===== config.mk =====
export PLATFORM = sky130hd
export DESIGN_NAME = riscv_32_instr_encoder
export DESIGN_NICKNAME = d
export VERILOG_FILES = /design/src/rtl/riscv_32_pkg.sv /design/src/rtl/riscv_32_instr_pack.sv /design/src/rtl/riscv_32_instr_encoder.sv
export SDC_FILE = /design/constraint.sdc
export NUM_CORES = 1
export LEC_CHECK = 0
export ABC_AREA = 1
export BUFFER_PORTS_ARGS = -buffer_cell sky130_fd_sc_hd__buf_2
export CELL_PAD_IN_SITES_DETAIL_PLACEMENT = 0
export CELL_PAD_IN_SITES_GLOBAL_PLACEMENT = 1
export CORE_MARGIN = 2
export CORE_UTILIZATION = 39
export DETAILED_ROUTE_END_ITERATION = 10
export PLACE_DENSITY_LB_ADDON = 0.1
export SLEW_MARGIN = 20
export SYNTH_ARGS = -nofsm -noshare
export SYNTH_HDL_FRONTEND = slang
export SYNTH_HIERARCHICAL = 1
export SYNTH_SLANG_ARGS = --single-unit

===== constraint.sdc =====
create_clock -name clk -period 4.55 [get_ports clk]
set_clock_uncertainty 0.1 [all_clocks]
set_input_delay 0.6825 -clock clk [delete_from_list [all_inputs] [get_ports clk]]
set_output_delay 0.6825 -clock clk [all_outputs]
set_load 0.005 [all_outputs]

===== src/rtl/riscv_32_pkg.sv =====
// Shared type codes, opcodes and the field bundle used by the
// RV32 instruction encoder and the decoder LUT.
package riscv_32_pkg;

    localparam logic [2:0] TYPE_R = 3'b000;
    localparam logic [2:0] TYPE_I = 3'b001;
    localparam logic [2:0] TYPE_U = 3'b010;

    localparam logic [6:0] OP_R = 7'b0110011;
    localparam logic [6:0] OP_I = 7'b0010011;
    localparam logic [6:0] OP_U = 7'b0110111;

    typedef struct packed {
        logic [2:0]  kind;
        logic [4:0]  rd;
        logic [4:0]  rs1;
        logic [4:0]  rs2;
        logic [2:0]  funct3;
        logic [6:0]  funct7;
        logic [31:0] imm;
    } fields_t;

endpackage


===== src/rtl/riscv_32_instr_pack.sv =====
// Combinational field-to-word packer for R, I and U formats.
// legal is low for any type code outside R/I/U.
module riscv_32_instr_pack
    import riscv_32_pkg::*;
(
    input  fields_t     fields,
    output logic [31:0] word,
    output logic        legal
);

    always_comb begin
        word  = '0;
        legal = 1'b0;
        unique case (1'b1)
            (fields.kind == TYPE_R): begin
                legal = 1'b1;
                word  = {fields.funct7, fields.rs2, fields.rs1,
                         fields.funct3, fields.rd, OP_R};
            end
            (fields.kind == TYPE_I): begin
                legal = 1'b1;
                word  = {fields.imm[11:0], fields.rs1,
                         fields.funct3, fields.rd, OP_I};
            end
            (fields.kind == TYPE_U): begin
                legal = 1'b1;
                word  = {fields.imm[31:12], fields.rd, OP_U};
            end
            default: begin
                legal = 1'b0;
            end
        endcase
    end

endmodule


===== src/rtl/riscv_32_instr_encoder.sv =====
// Encodes field bundles into RV32 words and streams them, through a
// small FIFO, to instruction memory at an auto-incrementing address.
module riscv_32_instr_encoder
    import riscv_32_pkg::*;
#(
    parameter int ADDR_W = 10,
    parameter int DEPTH  = 2
) (
    input  logic              clk,
    input  logic              rst_n,
    input  logic              in_valid,
    output logic              in_ready,
    input  logic [2:0]        in_type,
    input  logic [4:0]        in_rd,
    input  logic [4:0]        in_rs1,
    input  logic [4:0]        in_rs2,
    input  logic [2:0]        in_funct3,
    input  logic [6:0]        in_funct7,
    input  logic [31:0]       in_imm,
    input  logic              addr_load,
    input  logic [ADDR_W-1:0] addr_init,
    output logic              out_valid,
    input  logic              out_ready,
    output logic [ADDR_W-1:0] out_addr,
    output logic [31:0]       out_word,
    output logic              err,
    output logic [15:0]       count
);

    localparam int PTR_W = (DEPTH > 1) ? $clog2(DEPTH) : 1;
    localparam logic [PTR_W:0]   FULL = (PTR_W+1)'(DEPTH);
    localparam logic [PTR_W-1:0] LAST = PTR_W'(DEPTH - 1);

    fields_t           fields;
    logic [31:0]       word;
    logic              legal;
    logic [31:0]       mem [DEPTH];
    logic [PTR_W-1:0]  wr_ptr;
    logic [PTR_W-1:0]  rd_ptr;
    logic [PTR_W:0]    occ;
    logic              live;
    logic [ADDR_W-1:0] addr;
    logic              accept;
    logic              push;
    logic              pop;

    assign fields = '{kind: in_type, rd: in_rd, rs1: in_rs1,
                      rs2: in_rs2, funct3: in_funct3,
                      funct7: in_funct7, imm: in_imm};

    riscv_32_instr_pack u_pack (
        .fields (fields),
        .word   (word),
        .legal  (legal)
    );

    // live keeps in_ready low for the reset cycle itself
    assign in_ready  = live && (occ < FULL);
    assign out_valid = (occ != '0);
    assign out_word  = mem[rd_ptr];
    assign out_addr  = addr;
    assign accept    = in_valid && in_ready;
    assign push      = accept && legal;
    assign pop       = out_valid && out_ready;

    always_ff @(posedge clk) begin
        if (!rst_n) begin
            for (int i = 0; i < DEPTH; i++) begin
                mem[i] <= '0;
            end
            wr_ptr <= '0;
            rd_ptr <= '0;
            occ    <= '0;
            live   <= 1'b0;
            addr   <= '0;
            count  <= '0;
            err    <= 1'b0;
        end else begin
            live <= 1'b1;
            if (push) begin
                mem[wr_ptr] <= word;
                wr_ptr <= (wr_ptr == LAST) ? '0 : wr_ptr + PTR_W'(1);
            end
            if (pop) begin
                rd_ptr <= (rd_ptr == LAST) ? '0 : rd_ptr + PTR_W'(1);
            end
            occ <= occ + (PTR_W+1)'(push) - (PTR_W+1)'(pop);
            if (addr_load) begin
                addr <= addr_init;
            end else if (pop) begin
                addr <= addr + ADDR_W'(1);
            end
            if (pop && (count != 16'hFFFF)) begin
                count <= count + 16'd1;
            end
            if (accept && !legal) begin
                err <= 1'b1;
            end
        end
    end

endmodule


## Word-level counts from Yosys, hierarchy flattened

Memory sizes are Yosys's and may differ from the RTL's. A register that Yosys moved wholly into a read port is not among the register bits.
Index checks and enable logic that the tools add are counted.

| word-level totals | value |
|---|---|
| RAM bits | 64 |
| memories | 1 |
| output and inout bits | 61 |
| logic and storage cells | 46 |
| bits of input ports | 75 |
| bits in registers | 32 |

Memory list:

| name | depth | bits a word | read ports | clocked after Yosys merged registers in | write ports | line | RTL |
|---|---|---|---|---|---|---|---|
| mem | 2 | 32 | 1 | 1 | 2 | riscv_32_instr_encoder.sv:37 | `logic [31:0] mem [DEPTH];` |

| cells by class | value |
|---|---|
| $add $sub $neg | 6 |
| mux-type cells | 16 |
| reductions and logical operators | 12 |
| magnitude comparators | 1 |
| equal/unequal tests | 3 |

Operators with widths:

| kind | count |
|---|---|
| one-hot mux 32 bit (3 select lines) | 1 |
| two-way mux 32 bit | 1 |
| OR reduction 32 bit | 1 |
| two-way mux 10 bit | 2 |
| adder 16 x 1 -> 16 bit, second input constant | 1 |
| inequality test 16 bit, second input constant | 1 |
| two-way mux 1 bit | 12 |
| adder 10 x 1 -> 10 bit, second input constant | 1 |
| logical AND 1 bit | 6 |
| nonzero test 2 bit | 2 |
| == test 3 x 1 -> 1 bit, second input constant | 1 |
| == test 3 x 2 -> 1 bit, second input constant | 1 |
| zero test 3 bit | 1 |
| OR reduction 3 bit | 1 |
| adder 1 bit, second input constant | 2 |
| adder 2 x 1 -> 2 bit | 1 |
| less-than comparator 2 bit, second input constant | 1 |
| subtractor 2 x 1 -> 2 bit | 1 |
| zero test 1 bit | 1 |

## Logic depth before layout (Yosys ltp)

| logic depth | value |
|---|---|
| word-level depth | 9 |
| mapped depth | 10 |
| depth with buffers taken out | 10 |

## Hierarchy

The synthesis kept the hierarchy.

By module, submodules not included:

| module | area an instance (um^2) | cells an instance | times used | sequential area each (um^2) |
|---|---|---|---|---|
| riscv_32_instr_encoder | 4565.6 | 473 | 1 | 2582.5 |
| riscv_32_instr_pack | 601.8 | 115 | 1 | 0.0 |

## Least setup slack after synthesis

OpenSTA, ideal clock, no wires.

| timing | value |
|---|---|
| path type | in2reg |
| start | input port in_type[1] |
| end | memory mem[0][0], enable pin |
| setup time | 0.466 ns |
| data required time | 3.984 ns |
| path slack | 0.454 ns |
| buffers on the path | 1 |
| cell stages on the path | 4 |
| arrival time | 3.530 ns |
| cell sequence | clkbuf_1 a21oi_1 nand3_1 o21ai_0 |

RTL lines:

| item | line | RTL |
|---|---|---|
| from (decl) | riscv_32_instr_encoder.sv:13 | `input logic [2:0] in_type,` |
| to (decl) | riscv_32_instr_encoder.sv:37 |  |

==> results_dict.tcl <==
set metrics [dict create \
    status "finished, final reports clean" \
    rows 42 \
    die_w_um 119 \
    ys_ff_latch 97 \
    dpl.hpwl_um 8710 \
    clk_pin_slew_ns 0.07 \
    pwr-share-comb 0.205 \
    grt_max_degree 42 \
    synthFlopType "edfxtp_1" \
    synth_cell_types 34 \
    tritoncts "built" \
    worstMarginPinSlew_ns 1.00 \
    power_frac_seq 0.442 \
    syn-cell-area_mm2 0.00517 \
    max_stage_delay_ns 0.40 \
    cts-hold-fix-buffers 0 \
    setup_tns_ns 0 \
    numCtsBuffers 9 \
    critPathTopFamily "buffers and inverters" \
    drive_gt1_frac 0.307 \
    max_freq_mhz 390 \
    switchingPower_mw 0.662 \
    nNetsFinal 784 \
    post-route-period-util 0.563 \
    critPathSlowestCell "buf_4" \
    cts_max_path_buffers 2 \
    area_delta_synth_final_pct 21.6 \
    globalRouteTotalUtil 0.181 \
    stdcell_count 887 \
    postCtsSetupBuffers 0 \
    place_inst 870 \
    initial_core_util 0.395 \
    max_slew_margin 0.330 \
    fin_crit_ns 2.56 \
    die_y_um 119 \
    clock_latency_ns 0.33 \
    yosysSeqAreaShare 0.500 \
    drv_slew 0 \
    placed_area_mm2 0.00592 \
    setup.worst_path.end_class "flip-flop" \
    routedWlPerCell_um 14.3 \
    detail_route.first_pass.iterations 4 \
    drc_errors 0 \
    antenna_found_initial 0 \
    drt_iter0_drc 266 \
    path_max_fanout 33 \
    cp_cell_sequence "buf_2 -> a21oi_1 -> nand3_1 -> inv_1 -> nand3_1 -> buf_4 -> nand2_1 -> buf_4" \
    cts_htree_levels 3 \
    coreArea_mm2 0.0131 \
    cp_num_buf_inv 4 \
    hp-class "reg2reg" \
    gp_congestion 0.829 \
    worstPathArrival_ns 2.45 \
    synth_edf_count 64 \
    io_buffers 135 \
    grt_pass1_vias 4148 \
    totalWireLength_um 12700 \
    cts.sink_count 97 \
    dieArea_mm2 0.0142 \
    syn_inst 588 \
    worst_ir_drop_vdd_v 0.000160 \
    clkPwrFrac 0.354 \
    hold_viol 0 \
    maxCapViolCount 0 \
    async_reset_ff_frac 0 \
    cts_root_buffer "clkbuf_16" \
    grt_pass1_wl_um 20500 \
    swShare 0.273 \
    n_antenna_cell 0 \
    io_pins 136 \
    crit_required_ns 4.44 \
    num_vias 4350 \
    fin_area_mm2 0.00628 \
    yosysWarnings 6 \
    finalSetupViolCount 0 \
    power.density_mw_per_mm2 386 \
    worst_setup_path_start_kind "input pin" \
    avgViaCountPerCell 4.90 \
    leakage_nw 2.67 \
    rsz0062_at_grt "false" \
    total_power_mw 2.42 \
    overflow 0 \
    crit_type "in2reg" \
    ant_nets 0 \
    synth.avg_cell_area_um2 8.79 \
    cts_resized 0 \
    p_int_mw 1.76 \
]
[layout by cell type, fill, tap and decap left out, types with 2 or more instances in the layout]
cell type,n
a21oi_1,15
a21oi_2,10
a31oi_1,4
buf_2,135
buf_4,4
bufinv_16,3
clkbuf_16,9
clkinv_2,2
conb_1,2
dfxtp_1,32
edfxtp_1,64
ha_1,3
inv_1,62
inv_2,3
mux2_1,2
mux2_2,30
nand2_1,88
nand2_2,6
nand2_4,2
nand3_1,72
nand4_1,24
nor2_1,91
nor2_2,4
nor2_4,3
nor3_1,5
o21a_1,2
o21ai_0,11
o21ai_4,2
xnor2_1,5
xor2_1,8
[per-layer routing]
layer	vias to the layer above	track usage	wire length [µm]
met5	-	0	0
met4	0	0.0469	116
met3	6	0.0407	865
met2	144	0.307	6120
met1	2008	0.235	5580
li1	2192	-	-
[cell usage after synthesis (7+ instances only)]
cell type | count | area, µm²
mux2_2 | 30 | 338
nor2_1 | 91 | 342
nand2_1 | 88 | 330
inv_1 | 63 | 236
a21oi_2 | 10 | 87.6
nand4_1 | 24 | 150
buf_4 | 9 | 67.6
a21oi_1 | 15 | 75.1
edfxtp_1 | 64 | 1920
xor2_1 | 8 | 70.1
buf_2 | 16 | 80.1
clkbuf_1 | 7 | 26.3
dfxtp_1 | 33 | 661
nand3_1 | 72 | 360
o21ai_0 | 12 | 60.1
[kinds of logic after synthesis]
kind of cell | after synthesis | share of synthesized area
simple gates | 297 | 0.260
buf+inv | 100 | 0.0847
flops | 97 | 0.500
compound gates | 45 | 0.0554
mux | 32 | 0.0697
xor+xnor | 13 | 0.0220
fa+ha+maj | 3 | 0.00726
other cells | 1 | 0.000726
[stage by stage]
step | hold WS, ns | setup slack [ns] | util
final | 0.353 | 1.99 | 0.480
after global routing | 0.372 | 1.72 | 0.480
after CTS | 0.355 | 1.95 | 0.478
after detailed placement | 0.342 | 1.61 | 0.452
after global placement | 0.328 | 1.70 | 0.452
after floorplan | 0.326 | 0.454 | -
[sequential cells by signal (all words and copies together), names as in the netlist, named ones only]
signal,flops
count,16
occ,2
err,1
out_addr,10
rd_ptr,1
mem,64
wr_ptr,1
live,1
[path summary, 6_finish.rpt]
check	startpoint	end	slack, ns	cells past startpoint
worst max-delay path	in_type[1]	mem[1][10]	1.99	8
worst min-delay path	rd_ptr	flip-flop	0.35	1
worst max register to register	occ[1]	mem[1][10]	2.38	7
worst min register to register	rd_ptr	flip-flop	0.35	1
[power groups by stage]
stage	Clock (mW)	Combinational (mW)	Sequential [mW]
final	0.858	0.496	1.07
after global routing	0.911	0.551	1.09
after CTS	0.881	0.498	1.08
after detailed placement	0	0.494	1.09
after global placement	0	0.496	1.09
after floorplan	0	0.354	1.05
[worst register-to-register path: stages (launching register included)]
cell,delay (ns)
dfxtp_1,0.35
nor2_2,0.18
nand3_1,0.22
inv_1,0.14
nand3_1,0.07
buf_4,0.25
nand2_1,0.10
buf_4,0.40
[layout make-up]
type,instances,area (µm²)
repair buffers,140,733
clock buffers,10,229
multi-input cells,392,2160
clock inverters,6,106
inverters,66,249
fillers,1295,6800
well taps,176,220
flip-flops and latches,97,2580
No activity file was read; power rests on OpenSTA's default activity.
